$ cat src/rtl/periferico_pkg.sv
// Shared types and default sizing for the receptor peripheral.
package periferico_pkg;

   localparam int unsigned DATA_W_DEF     = 16;
   localparam int unsigned FIFO_DEPTH_DEF = 4;

   typedef enum logic [1:0] {
      ST_IDLE    = 2'd0,
      ST_CAPTURE = 2'd1,
      ST_ACK     = 2'd2
   } state_e;

endpackage

$ cat src/rtl/periferico_fifo.sv
// Receive FIFO: power-of-two depth, wrapping pointers, combinational head read.
module periferico_fifo
   import periferico_pkg::*;
#(
   parameter int unsigned DATA_W     = DATA_W_DEF,
   parameter int unsigned FIFO_DEPTH = FIFO_DEPTH_DEF
) (
   input  logic                        clk,
   input  logic                        rst,
   input  logic                        wr_en,
   input  logic [DATA_W-1:0]           wr_data,
   input  logic                        rd_en,
   output logic [DATA_W-1:0]           dout,
   output logic                        empty,
   output logic                        full,
   output logic [$clog2(FIFO_DEPTH):0] level
);

   localparam int unsigned PTR_W = $clog2(FIFO_DEPTH);
   localparam logic [PTR_W:0] LEVEL_FULL = (PTR_W+1)'(FIFO_DEPTH);

   logic [DATA_W-1:0] mem_q [FIFO_DEPTH];
   logic [PTR_W-1:0]  wr_ptr_q, rd_ptr_q;
   logic [PTR_W:0]    level_q;
   logic              push, pop;

   assign empty = (level_q == '0);
   assign full  = (level_q == LEVEL_FULL);
   assign push  = wr_en && !full;
   assign pop   = rd_en && !empty;

   always_ff @(posedge clk) begin
      if (!rst) begin
         wr_ptr_q <= '0;
         rd_ptr_q <= '0;
         level_q  <= '0;
      end else begin
         if (push) wr_ptr_q <= wr_ptr_q + PTR_W'(1);
         if (pop)  rd_ptr_q <= rd_ptr_q + PTR_W'(1);
         // Simultaneous push and pop leaves occupancy unchanged.
         case ({push, pop})
            2'b10:   level_q <= level_q + (PTR_W+1)'(1);
            2'b01:   level_q <= level_q - (PTR_W+1)'(1);
            default: level_q <= level_q;
         endcase
      end
   end

   always_ff @(posedge clk) begin
      if (push) mem_q[wr_ptr_q] <= wr_data;
   end

   assign dout  = mem_q[rd_ptr_q];
   assign level = level_q;

endmodule

$ cat src/rtl/periferico_receptor.sv
// Receptor peripheral: 4-phase send/ack responder writing each word into a FIFO.
// PERIFERICO_SYNC2_EN selects a two-flop send synchronizer; one flop otherwise.
module periferico_receptor
   import periferico_pkg::*;
#(
   parameter int unsigned DATA_W     = DATA_W_DEF,
   parameter int unsigned FIFO_DEPTH = FIFO_DEPTH_DEF
) (
   input  logic                        clk,
   input  logic                        rst,
   input  logic                        send,
   input  logic [DATA_W-1:0]           dado,
   output logic                        ack,
   input  logic                        rd_en,
   output logic [DATA_W-1:0]           dout,
   output logic                        empty,
   output logic                        full,
   output logic [$clog2(FIFO_DEPTH):0] level
);

   state_e state_q, state_d;
   logic   ack_q, ack_d;
   logic   send_s;
   logic   wr_en;

`ifdef PERIFERICO_SYNC2_EN
   logic sync1_q, sync2_q;

   always_ff @(posedge clk) begin
      if (!rst) begin
         sync1_q <= 1'b0;
         sync2_q <= 1'b0;
      end else begin
         sync1_q <= send;
         sync2_q <= sync1_q;
      end
   end

   assign send_s = sync2_q;
`else
   logic sync1_q;

   always_ff @(posedge clk) begin
      if (!rst) sync1_q <= 1'b0;
      else      sync1_q <= send;
   end

   assign send_s = sync1_q;
`endif

   always_ff @(posedge clk) begin
      if (!rst) begin
         state_q <= ST_IDLE;
         ack_q   <= 1'b0;
      end else begin
         state_q <= state_d;
         ack_q   <= ack_d;
      end
   end

   // ack is registered from the next state so it is high exactly in ACK.
   always_comb begin
      state_d = state_q;
      wr_en   = 1'b0;
      case (state_q)
         ST_IDLE:    if (send_s && !full) state_d = ST_CAPTURE;
         ST_CAPTURE: begin
            wr_en   = 1'b1;
            state_d = ST_ACK;
         end
         ST_ACK:     if (!send_s) state_d = ST_IDLE;
         default:    state_d = ST_IDLE;
      endcase
      ack_d = (state_d == ST_ACK);
   end

   assign ack = ack_q;

   periferico_fifo #(
      .DATA_W     (DATA_W),
      .FIFO_DEPTH (FIFO_DEPTH)
   ) u_fifo (
      .clk     (clk),
      .rst     (rst),
      .wr_en   (wr_en),
      .wr_data (dado),
      .rd_en   (rd_en),
      .dout    (dout),
      .empty   (empty),
      .full    (full),
      .level   (level)
   );

endmodule

$ cat config.mk
export PLATFORM = sky130hd
export DESIGN_NAME = periferico_receptor
export DESIGN_NICKNAME = d
export VERILOG_FILES = /design/src/rtl/periferico_pkg.sv /design/src/rtl/periferico_fifo.sv /design/src/rtl/periferico_receptor.sv
export SDC_FILE = /design/constraint.sdc
export NUM_CORES = 1
export LEC_CHECK = 0
export ABC_AREA = 1
export CAP_MARGIN = 20
export CELL_PAD_IN_SITES_DETAIL_PLACEMENT = 0
export CELL_PAD_IN_SITES_GLOBAL_PLACEMENT = 2
export CORE_UTILIZATION = 36
export CTS_CLUSTER_SIZE = 8
export DETAILED_ROUTE_END_ITERATION = 8
export GPL_TIMING_DRIVEN = 1
export PLACE_DENSITY = 0.8
export SLEW_MARGIN = 5
export SYNTH_ARGS = -nofsm -noshare
export SYNTH_HDL_FRONTEND = slang
export SYNTH_HIERARCHICAL = 1
export SYNTH_SLANG_ARGS = --single-unit
$ cat constraint.sdc
create_clock -name clk -period 2.1 [get_ports clk]
set_input_delay 0.63 -clock clk [delete_from_list [all_inputs] [get_ports clk]]
set_output_delay 0.63 -clock clk [all_outputs]
set_load 0.02 [all_outputs]
==> metrics, run 1 <==
cells after synthesis=242; hold buffer count at cts=0; TritonRoute pass-1 iters=4; worst vdd ir=469 uV; sequential share of the synthesized area=73.1%; vias=1952; die area=8660 um^2; # H-tree levels=3; antenna violations before repair=0; Clock transition at path regs=0.07 ns; Detailed Route WL=5610 um; final-report max-slew violation count=0; crit-path max FO=10; Critical Path End Type=output port; Detailed Place HPWL=3830 um; Area Overhead vs Synth=29.0%; TritonCTS Buffers=9; RSZ-0062 raised after global routing=no; Mean Syn Cell Area=12.3 um^2; fin worst setup slack=0.0764 ns; Power Density=1100 nW/um^2; Worst-Skew Late Latency=0.34 ns; Worst Max-Slew Pin Slew=0.326 ns; leading post-synthesis cells by cell area=edfxtp_1 64%, dfxtp_1 8.7%, nor2_1 5.3%; Final Hold Vio Count=0; WS Path Type=reg -> out; Die Wd=93.1 um; WL per Instance=13.4 um; # setup viols final=0; post-CTS sizing=66; LEAKAGE=0.00147 uW; die height=93.1 um; Root Buffer=clkbuf_8; post-synthesis net count=268; Worst setup SP type=flop; cell area after layout=3850 um^2; Yosys cell types=17; status=complete, no violations; Max stage delay on crit path=0.39 ns; WP data arrival=1.39 ns; worst slack, placed=-0.215 ns; fmax=494 MHz; clock skew=0.00613 ns; Yosys Warn Count=6; area share of the largest cell type after synthesis=64.4%; Final ANT Viol Nets=0; layout cells sized above 1=20.5%; IO Pins=42; critical-path cell list=buf_4, o21ai_1, o22ai_1, buf_2; Post-CTS Setup Bufs=0; Synth Register Bits=77; Non-Filler Instances=419; ant diodes=0; drt initial violations=86; Placer Congestion=0.724; fin crit period=2.02 ns; Slew Limit Headroom=78.2%; number of cell rows=32; largest net degree at the start of global routing=15; Min Hold Slack=0.450 ns; vias per cell=4.66; post-route clock period utilization=96.4%; Initial Util=37.8%; PortBufs=41; leading area contributor after synthesis=edfxtp_1; Inst Count DP=403; Mapped Area=2990 um^2; worst hold path class=reg -> reg; crit-path leading delay family=flip-flops; CTS tree=done; Placed Instance Area=3700 um^2; Critical Path RT=1.47 ns; vias in the first global route=1916; total track usage=14.6%; CP max-delay cell=dfxtp_4; Buf/Inv on CP=2; global route overflow=0; # nets final=338; CTS Sinks=77; first-pass GRT wire length=9230 um; Max-cap violations=0; total core area=7890 um^2; Bufs on Longest Clock Path=2; Util after Layout=48.8%; # DRC=0
final timing paths:
path	startpoint	to	slack, ns	cells after the start
setup / recovery	flop	dout[11]	0.08	4
hold / removal	send_s	state_q[0]	0.45	2
setup reg to reg	u_fifo/level[2]	u_fifo/level[2]	0.29	13
hold reg to reg	send_s	state_q[0]	0.45	2
worst reg2reg max path, stage by stage, from the launching register on:
cell and delay (ns):
dfxtp_1 0.37, inv_1 0.08, nand2_1 0.13, nand2_1 0.09, inv_1 0.08, ha_1 0.16
inv_1 0.07, fa_1 0.39, inv_1 0.07, nand2_1 0.04, nand3_1 0.08, nand2_1 0.06
nand2_1 0.05, nor2_1 0.04
metrics by stage:
step | setup TNS (ns) | power (uW)
2_1_floorplan | 0 | 2540
3_3_place_gp | -0.720 | 3190
3_5_place_dp | -1.02 | 3200
4_1_cts | 0 | 4310
5_1_grt | 0 | 4460
6_report | 0 | 4220
cells in the mapped netlist:
master    number
inv_1         23
o22ai_1       16
buf_2          6
a21oi_1        7
nor2_2         2
nand2_1       17
fa_1           1
inv_2          2
nand2_2        2
o21ai_0        6
nand3_1        6
dfxtp_1       13
o21ai_1       28
nor2_1        42
buf_4          2
ha_1           5
edfxtp_1      64
final cells by class:
cell class | instances | area [um^2]
well taps | 102 | 128
fillers | 706 | 4040
clock inverters | 6 | 87.6
multi-input cells | 132 | 664
flip-flops and latches | 77 | 2190
clock buffers | 10 | 128
repair buffers | 67 | 557
inverters | 25 | 98.8
cell families (layout without fill, tap and decap cells):
group                    Yosys count  count (layout)  share of synthesized area, %
AO/OA/AOI/OAI                     57              57                          10.2
flip-flops                        77              77                          73.1
buffers and inverters             33             108                          4.65
AND/OR/NAND/NOR                   69              69                          9.26
adder cells (fa/ha/maj)            6               6                          2.77
cell usage in the layout (no fill, tap or decap), types with 7 or more instances in the layout:
| cell | count |
|---|---|
| nor2_1 | 42 |
| clkdlybuf4s50_1 | 22 |
| edfxtp_1 | 64 |
| o21ai_1 | 28 |
| a21oi_1 | 7 |
| o22ai_1 | 16 |
| buf_2 | 15 |
| buf_4 | 24 |
| inv_1 | 23 |
| clkbuf_8 | 9 |
| nand2_1 | 17 |
| dfxtp_1 | 11 |
flip-flops by register name, indices dropped and copies added, names as in the netlist, named ones only:
register         cells
u_fifo/level         3
send_s               1
u_fifo/mem_q        64
u_fifo/rd_ptr_q      2
ack                  1
state_q              2
u_fifo/wr_ptr_q      2
per-layer routing:
layer  vias to the layer above  part of all wire (%)  track usage [%]
li1                        984                     -                -
met1                       920                    44             17.4
met2                        37                    49             24.0
met3                        11                   4.7             3.82
met4                         0                   2.3             8.08
met5                         -                     0                0
power breakdown:
part	internal, uW	leakage [uW]	switching, uW
combinational	518	0.000670	737
sequential	1730	0.000685	57.9
clock	669	0.000110	512
Note: power is estimated with default switching activity, not from simulation.
==> run 2: changes to the inputs <==
==> constraint.sdc (replaced) <==
create_clock -name clk -period 2.1 [get_ports clk]
set_input_delay 0.42 -clock clk [delete_from_list [all_inputs] [get_ports clk]]
set_output_delay 0.42 -clock clk [all_outputs]
set_load 0.02 [all_outputs]
==> metrics, run 2 (synthesis gave the netlist of run 1 again) <==
post-route clock period utilization=94.3%; Critical Path RT=1.68 ns; ant diodes=0; TritonRoute pass-1 iters=4; Final Hold Vio Count=0; # setup viols final=0; clock skew=0.00437 ns; Area Overhead vs Synth=28.3%; antenna violations before repair=0; Root Buffer=clkbuf_8; fmax=505 MHz; total core area=7890 um^2; Clock transition at path regs=0.07 ns; die area=8660 um^2; first-pass GRT wire length=9030 um; RSZ-0062 raised after global routing=no; setup_tns=0 ns; Placer Congestion=0.718; WS Path Type=reg -> out; Worst Max-Slew Pin Slew=0.313 ns; cell area after layout=3830 um^2; final-report max-slew violation count=0; Detailed Route WL=5610 um; vias per cell=4.72; largest register by flop count=u_fifo/mem_q; number of cell rows=32; WL per Instance=13.7 um; drt initial violations=40; IO Pins=42; Slew Limit Headroom=79.1%; Post-CTS Setup Bufs=0; global route overflow=0; Worst setup SP type=flop; Max-cap violations=0; Max stage delay on crit path=0.36 ns; Final ANT Viol Nets=0; worst vdd ir=491 uV; GRT Max-Usage Layer=met2; TritonCTS Buffers=9; # nets final=329; vias=1934; CTS Sinks=77; layout cells sized above 1=13.0%; LEAKAGE=0.00144 uW; met2 GRT Util=22.7%; Die Wd=93.1 um; hold depth=2; CP max-delay cell=dlygate4sd2_1; fin crit period=1.98 ns; met3 Use GR=3.25%; post-CTS sizing=17; Worst-Skew Late Latency=0.33 ns; commonest non-fill, non-tap cells in the layout=64 x edfxtp_1, 42 x nor2_1, 28 x o21ai_1; Critical Path End Type=output port; # H-tree levels=3; status=complete, no violations; Initial Util=37.8%; PortBufs=41; Bufs on Longest Clock Path=2; total track usage=14.2%; number of flip-flops under the largest register name=64; R2R depth=13; CTS tree=done; largest net degree at the start of global routing=17; die height=93.1 um; commonest non-fill, non-tap cell in the layout=edfxtp_1; Placed Instance Area=3630 um^2; FILL cells=718; worst hold path class=reg -> reg; Power Density=1090 nW/um^2; hold buffer count at cts=0; Detailed Place HPWL=3720 um; met1 usage=17.8%; # DRC=0; critical-path cell list=inv_2, o21ai_0, o22ai_1, dlygate4sd2_1; vias in the first global route=1848; crit-path max FO=16; WP data arrival=1.56 ns
[run 2: cell types whose count changed in the layout (fill, tap and decap cells not counted), sizes merged]
cell,before,now
dlymetal6s2s,1,2
inv,25,26
clkinv,4,2
clkinvlp,0,1
dlygate4sd2,2,15
clkdlybuf4s50,22,23
clkbuf,10,11
buf,42,17
[run 2: worst paths after layout]
path / from / to / slack (ns)
hold reg to reg: send_s / state_q[0] / 0.45
setup / recovery: flop / dout[1] / 0.12
hold / removal: send_s / state_q[0] / 0.45
setup reg to reg: u_fifo/level[1] / u_fifo/level[2] / 0.28
[run 2: layer usage]
layer  wire length, um  vias to the layer above
li1                  -                      972
met1              2560                      912
met2              2690                       39
met3               252                       11
met4               108                        0
met5                 0                        -
[run 2: power breakdown]
group / internal, uW / leakage, uW / switching (uW)
clock network: 669 / 0.000107 / 515
registers: 1720 / 0.000684 / 56.3
logic: 502 / 0.000648 / 724
total: 2890 / 0.00144 / 1300
[run 2: final cells by class]
type	instances	area (um^2)	share of cell area, %
flip-flops and latches	77	2180	57.0
repair buffers	58	544	14.2
clock buffers	10	128	3.33
clock inverters	6	86.3	2.25
well taps	102	128	3.33
inverters	25	96.3	2.52
multi-input cells	132	664	17.3
[run 2: critical path, delay by kind of cell (launching register included)]
kind                   cells  cell delay [ns]
flip-flops                 1             0.33
AO/OA/AOI/OAI              2             0.28
buffers and inverters      2             0.61
[run 2: per-stage QoR]
step                      utilization, %  cells  power [uW]  setup slack, ns  hold slack (ns)
after global routing                48.6    410        4420          0.00300            0.465
final                               48.6    410        4190            0.121            0.446
after floorplan                        -    242        2540            0.275            0.421
after detailed placement            46.0    394        3140           0.0107            0.438
after global placement              46.0    394        3140           0.0359            0.435
after CTS                           48.5    410        4240           0.0186            0.449
==> run 3: changes to the inputs <==
--- a/config.mk
+++ b/config.mk
@@ -12,7 +12,6 @@
 export CORE_UTILIZATION = 36
 export CTS_CLUSTER_SIZE = 8
 export DETAILED_ROUTE_END_ITERATION = 8
-export GPL_TIMING_DRIVEN = 1
 export PLACE_DENSITY = 0.8
 export SLEW_MARGIN = 5
 export SYNTH_ARGS = -nofsm -noshare
==> results of run 3 <==
Final layout, timing and power as in run 2 (identical DEF).
